`src/rtl/reg_dump_sequencer_if.sv`:
```
// Byte-stream handshake between the register-dump sequencer and the UART
// transmitter.
//   tx_data  : byte offered to the transmitter
//   tx_valid : tx_data is valid; held until accepted
//   tx_ready : transmitter accepts the byte on this rising edge
// master = sequencer side, slave = transmitter side.
interface reg_dump_sequencer_if #(
  parameter int NB_BYTE = 8
);
  logic [NB_BYTE-1:0] tx_data;
  logic               tx_valid;
  logic               tx_ready;

  modport master (
    output tx_data,
    output tx_valid,
    input  tx_ready
  );

  modport slave (
    input  tx_data,
    input  tx_valid,
    output tx_ready
  );
endinterface

```
`src/rtl/reg_dump_sequencer.sv`:
```
// Debug-unit register dump sequencer.
// Walks all 2**NB_REG entries of the pipeline register bank through one read
// port. Each word is streamed as bytes, least-significant byte first, over a
// valid/ready byte interface to the UART transmitter. o_busy stays high for
// the whole dump so the pipeline stays halted and the bank stays stable.
// Ports:
//   i_clk       : system clock, rising edge
//   i_reset     : asynchronous, active-low reset; abandons any dump
//   i_start     : dump request, only honoured in IDLE
//   o_read_reg  : register bank read address (the word index)
//   i_reg_data  : combinational read data from the register bank
//   tx          : byte stream to the transmitter (master side)
//   o_busy      : dump in progress (LOAD, SEND, DONE)
//   o_done      : one-cycle pulse when the dump completes
module reg_dump_sequencer #(
  parameter int NB_DATA = 32,
  parameter int NB_REG  = 5,
  parameter int NB_BYTE = 8
) (
  input  logic                i_clk,
  input  logic                i_reset,
  input  logic                i_start,
  output logic [NB_REG-1:0]   o_read_reg,
  input  logic [NB_DATA-1:0]  i_reg_data,
  reg_dump_sequencer_if.master tx,
  output logic                o_busy,
  output logic                o_done
);

  localparam int NB_BYTES = NB_DATA / NB_BYTE;
  localparam int NB_CNT   = (NB_BYTES > 1) ? $clog2(NB_BYTES) : 1;
  localparam logic [NB_CNT-1:0] LAST_BYTE = NB_CNT'(NB_BYTES - 1);
  localparam logic [NB_REG-1:0] LAST_REG  = '1;

  typedef enum logic [1:0] {
    ST_IDLE,
    ST_LOAD,
    ST_SEND,
    ST_DONE
  } state_t;

  state_t               state;
  state_t               state_next;
  logic [NB_REG-1:0]    reg_idx;
  logic [NB_REG-1:0]    reg_idx_next;
  logic [NB_CNT-1:0]    byte_cnt;
  logic [NB_CNT-1:0]    byte_cnt_next;
  logic [NB_DATA-1:0]   shift_reg;
  logic [NB_DATA-1:0]   shift_reg_next;

  always_ff @(posedge i_clk or negedge i_reset) begin
    if (!i_reset) begin
      state     <= ST_IDLE;
      reg_idx   <= '0;
      byte_cnt  <= '0;
      shift_reg <= '0;
    end else begin
      state     <= state_next;
      reg_idx   <= reg_idx_next;
      byte_cnt  <= byte_cnt_next;
      shift_reg <= shift_reg_next;
    end
  end

  // tx_valid is a pure decode of the state register, so a transfer in SEND
  // is simply tx_ready being high; there is no path from tx_ready to valid.
  always_comb begin
    state_next     = state;
    reg_idx_next   = reg_idx;
    byte_cnt_next  = byte_cnt;
    shift_reg_next = shift_reg;
    case (state)
      ST_IDLE: begin
        if (i_start) begin
          reg_idx_next = '0;
          state_next   = ST_LOAD;
        end
      end
      ST_LOAD: begin
        shift_reg_next = i_reg_data;
        byte_cnt_next  = '0;
        state_next     = ST_SEND;
      end
      ST_SEND: begin
        if (tx.tx_ready) begin
          if (byte_cnt == LAST_BYTE) begin
            if (reg_idx == LAST_REG) begin
              state_next = ST_DONE;
            end else begin
              reg_idx_next = reg_idx + 1'b1;
              state_next   = ST_LOAD;
            end
          end else begin
            shift_reg_next = shift_reg >> NB_BYTE;
            byte_cnt_next  = byte_cnt + 1'b1;
          end
        end
      end
      ST_DONE: begin
        reg_idx_next = '0;
        state_next   = ST_IDLE;
      end
      default: state_next = ST_IDLE;
    endcase
  end

  assign o_read_reg  = reg_idx;
  assign tx.tx_data  = shift_reg[NB_BYTE-1:0];
  assign tx.tx_valid = (state == ST_SEND);
  assign o_busy      = (state != ST_IDLE);
  assign o_done      = (state == ST_DONE);

endmodule
```
`src/flat_wrapper.sv`:
```
// flat-port wrapper written by rule: the top's interface ports become plain ports
module reg_dump_sequencer_flat 
#(
  parameter int NB_DATA = 32,
  parameter int NB_REG  = 5,
  parameter int NB_BYTE = 8
)
  (i_clk, i_reset, i_start, o_read_reg, i_reg_data, o_busy, o_done, tx_tx_data, tx_tx_valid, tx_tx_ready);
  reg_dump_sequencer_if #(.NB_BYTE(NB_BYTE)) tx_i ();
  input  logic i_clk;
  input  logic i_reset;
  input  logic i_start;
  output logic [NB_REG-1:0] o_read_reg;
  input  logic [NB_DATA-1:0] i_reg_data;
  output logic o_busy;
  output logic o_done;
  output wire logic [$bits(tx_i.tx_data)-1:0] tx_tx_data;
  output wire logic [$bits(tx_i.tx_valid)-1:0] tx_tx_valid;
  input wire logic [$bits(tx_i.tx_ready)-1:0] tx_tx_ready;
  assign tx_tx_data = tx_i.tx_data;
  assign tx_tx_valid = tx_i.tx_valid;
  assign tx_i.tx_ready = tx_tx_ready;
  reg_dump_sequencer #(.NB_DATA(NB_DATA), .NB_REG(NB_REG), .NB_BYTE(NB_BYTE)) u_core (.i_clk(i_clk), .i_reset(i_reset), .i_start(i_start), .o_read_reg(o_read_reg), .i_reg_data(i_reg_data), .tx(tx_i), .o_busy(o_busy), .o_done(o_done));
endmodule
```
`config.mk`:
```
export PLATFORM = sky130hd
export DESIGN_NAME = reg_dump_sequencer_flat
export DESIGN_NICKNAME = d
export VERILOG_FILES = /design/src/rtl/reg_dump_sequencer_if.sv /design/src/rtl/reg_dump_sequencer.sv /design/src/flat_wrapper.sv
export SDC_FILE = /design/constraint.sdc
export NUM_CORES = 1
export LEC_CHECK = 0
export CAP_MARGIN = 25
export CORE_UTILIZATION = 53
export DETAILED_ROUTE_END_ITERATION = 10
export PLACE_DENSITY_LB_ADDON = 0.15
export SYNTH_ARGS = -nofsm -noshare
export SYNTH_HDL_FRONTEND = slang
export SYNTH_SLANG_ARGS = --single-unit
```
`constraint.sdc`:
```
create_clock -name i_clk -period 5.18 [get_ports i_clk]
set_input_delay 0.777 -clock i_clk [delete_from_list [all_inputs] [get_ports i_clk]]
set_output_delay 0.777 -clock i_clk [all_outputs]
set_load 0.005 [all_outputs]
```
==> results by group <==
Synth
  • Flip-flop cell with the highest count after synthesis: dfrtp_1
  • Gate Count Post-Synth: 229
  • Leading area contributor after synthesis: dfrtp_1
  • Sequential element share of the synthesized area: between 40% and 50%
  • Top cells by area in the synthesized netlist: dfrtp_1 (48%), nand2_1 (13%), a31oi_2 (12%), nor3_1 (5.6%), buf_4 (2.8%)
  • Warning count from the yosys run: 0
  • Total nets after synthesis: 268
  • Count of distinct cell types in the synthesized netlist: 33
  • Top cells by count, synth: nand2_1 (72), dfrtp_1 (41), nor3_1 (24), a31oi_2 (20)
  • Synth top area share: between 40% and 50%
  • Post-synth EDFFs: 0
  • Number of flip-flops and latches in the synthesized netlist: between 40 and 50
  • Cell area after technology mapping: about 2100 um2
  • Most instantiated library cell after synthesis: nand2_1
  • Average cell area after synthesis: ~9.4 um2
  • Async set-reset flop share out of synthesis: 100.0%

Global route
  • Vias in the first global route: 1,570
  • Overflow left after global routing: 0
  • Global routing usage summed across all routing layers: 22.14%
  • Maximum number of pins on one net before global-route repair: 42
  • Number of antenna violations at the first check in global routing: 0
  • Wire length of the first global-routing pass: 7107 um

Detailed routing
  • Vias per cell: roughly 5.3
  • Detailed-route via count: 1,668
  • Wire per inst: ~13 um
  • Number of detailed-routing iterations run before antenna repair: 4
  • Initial detailed-routing violation count: 173
  • Total detailed-routing wirelength: 4146 um
  • Post-detailed-route count of antenna-violating nets: 0
  • Residual DRC count: 0

Job
  • Max cap viols: 0

Clocking
  • Cell at the root of the clock tree: clkbuf_8
  • Postcts setup bufs: 0
  • TritonCTS clock tree: built
  • Worst-case clock buffer depth: 2
  • Clock tree sinks: 41
  • Clock insertion delay at the later pin of the skew report: around 290 ps
  • Hold-fix buffers at CTS: 0
  • Inserted Clock Buffers: 5
  • Maximum level of the CTS H-tree: 2
  • Cts repair resizes: 0
  • Clock-pin slew on the worst setup and hold paths: 70 ps

STA
  • Hold Violations, Final: 0
  • Count of final max-slew check failures: 0
  • Final clock skew: 4.945 ps
  • Worst-case headroom to the max-slew limit: about two fifths
  • Fmax achieved: 346.0 MHz
  • Worst hold margin: around 520 ps
  • Final sum of negative setup slack: 0 ps
  • # setup viols final: 0
  • Slew at the pin closest to its max-slew limit: 882.5 ps
  • Post-route clock period utilization: 55.80%
  • Post-layout min period: 2890 ps
  • Unrepaired setup endpoints after global routing: no

Worst setup path
  • Crit path launch type: register
  • Arr. time, crit path: roughly 2100 ps
  • Setup slack on the worst flop-to-flop path: 2920 ps
  • Launch point of the worst reg-to-reg path: u_core.byte_cnt[0]
  • Launch point of the worst path: u_core.state[1]
  • Endpoint of the most critical register-to-register path: u_core.shift_reg[12]
  • Required time of the critical path: roughly 4400 ps
  • Largest fanout on the critical path: 28
  • Cells on worst reg2reg path: 6
  • Category of the worst setup path capture point: output port
  • Worst Setup Path Type: reg -> out

Floorplan
  • Standard-cell row count: 22
  • Std-Cell Core Area: 3771 um2
  • Starting utilization of the core area: 56.87%
  • Die area: 4305 um2
  • DIE WIDTH: 65.61 um
  • Chip Height: 65.61 um
  • Num ports: 52

Min path
  • Worst hold path type: reg -> reg
  • Min-Delay Endpoint: u_core.shift_reg[26]
  • Hold path start: u_core.shift_reg[26]
  • Hold path cells: 2

Place
  • Routability congestion estimate: 0.8093
  • Buffers added on ports: 51
  • Half-perimeter wire length after placement: between 2000 and 3000 um

Cells and area
  • Growth of design area from synthesis to finish: 25.67%
  • Net total in the final layout: 304
  • Fraction of layout instances using a drive strength above 1: about an eighth
  • Largest register FFs: 32
  • Filler Cell Count: 311
  • Ant. Diodes: 0

Power and ir drop
  • Power density over cell area: 531.7 nW/um2
  • Worst ir drop on vdd: 0.0002429 V
  • Static Leak: 0.001122 uW

Run status
  • Run status: complete, no violations
-- critical path: stages, from the launching register on --
cell	delay, ps
dfrtp_1	530
nand2b_1	150
buf_8	190
inv_2	340
clkdlybuf4s50_1	600
-- metal layers --
metal | up-vias | GRT usage [%] | wire length (um)
met5 | - | 0 | 0
met4 | 0 | 6.522 | 23
met3 | 2 | 6.597 | 214
met2 | 47 | 37.24 | 2002
met1 | 771 | 27.27 | 1905
li1 | 848 | - | -
-- power by group --
group / switching (uW) / internal [uW]
combinational: 354 / 328
clock: 101 / 106
sequential: 81.8 / 462
total: 538 / 895
-- area by class of cell --
class	count	area (um2)	area share (%)
Sequential cell	41	1026	38.07
Multi-Input combinational cell	160	952.2	35.33
Timing Repair Buffer	55	563.0	20.89
Clock buffer	7	86.33	3.203
Tap cell	48	60.06	2.228
Inverter	2	7.507	0.2786
-- stage by stage --
step / instance area [um2] / setup slack, ps / std cells / power (uW) / utilization, %
final: 2695 / 2290 / 313 / 1433 / 71.47
after global routing: 2695 / 2132 / 313 / 1552 / 71.47
after CTS: 2680 / 1703 / 312 / 1433 / 71.07
after detailed placement: 2594 / 2026 / 305 / 1224 / 68.78
after global placement: 2566 / 2018 / 304 / 1180 / 68.05
after floorplan: 2145 / 3302 / 229 / 1073 / -
-- worst max-delay path by stage --
stage / to / depth (start not counted) / slack [ps]
after global routing: tx_tx_valid / 4 / 2130
after detailed placement: tx_tx_valid / 3 / 2030
after CTS: tx_tx_valid / 3 / 1700
final: tx_tx_valid / 4 / 2290
after global placement: u_core.shift_reg[23] / 5 / 2020
after floorplan: u_core.o_read_reg[3] / 6 / 3300
-- cells by family after synthesis --
logic type / synth area share [%]
and+or+nand+nor: 23.22
DFF: 47.84
adders and majority gates: 1.750
AOI/OAI and AO/OA: 17.56
buffers and inverters: 7.876
xor gates and xnor gates: 0.8170
muxes: 0.9335
-- cells in the final DEF, fill, tap and decap left out, drive strengths merged --
master	instances
xor2	1
a31oi	24
or2	2
ha	3
nor2b	2
buf	5
xnor2	1
and3	1
nand2	72
o211a	1
clkbuf	7
and4bb	1
nor3	24
mux2i	2
inv	2
o22ai	3
clkdlybuf4s50	50
and2	1
dfrtp	41
nor4	1
a21oi	9
nand4b	1
a211o	1
nand3	2
nand3b	1
o21ai	2
nand2b	4
a22o	1
(Power assumes the default switching activity.)
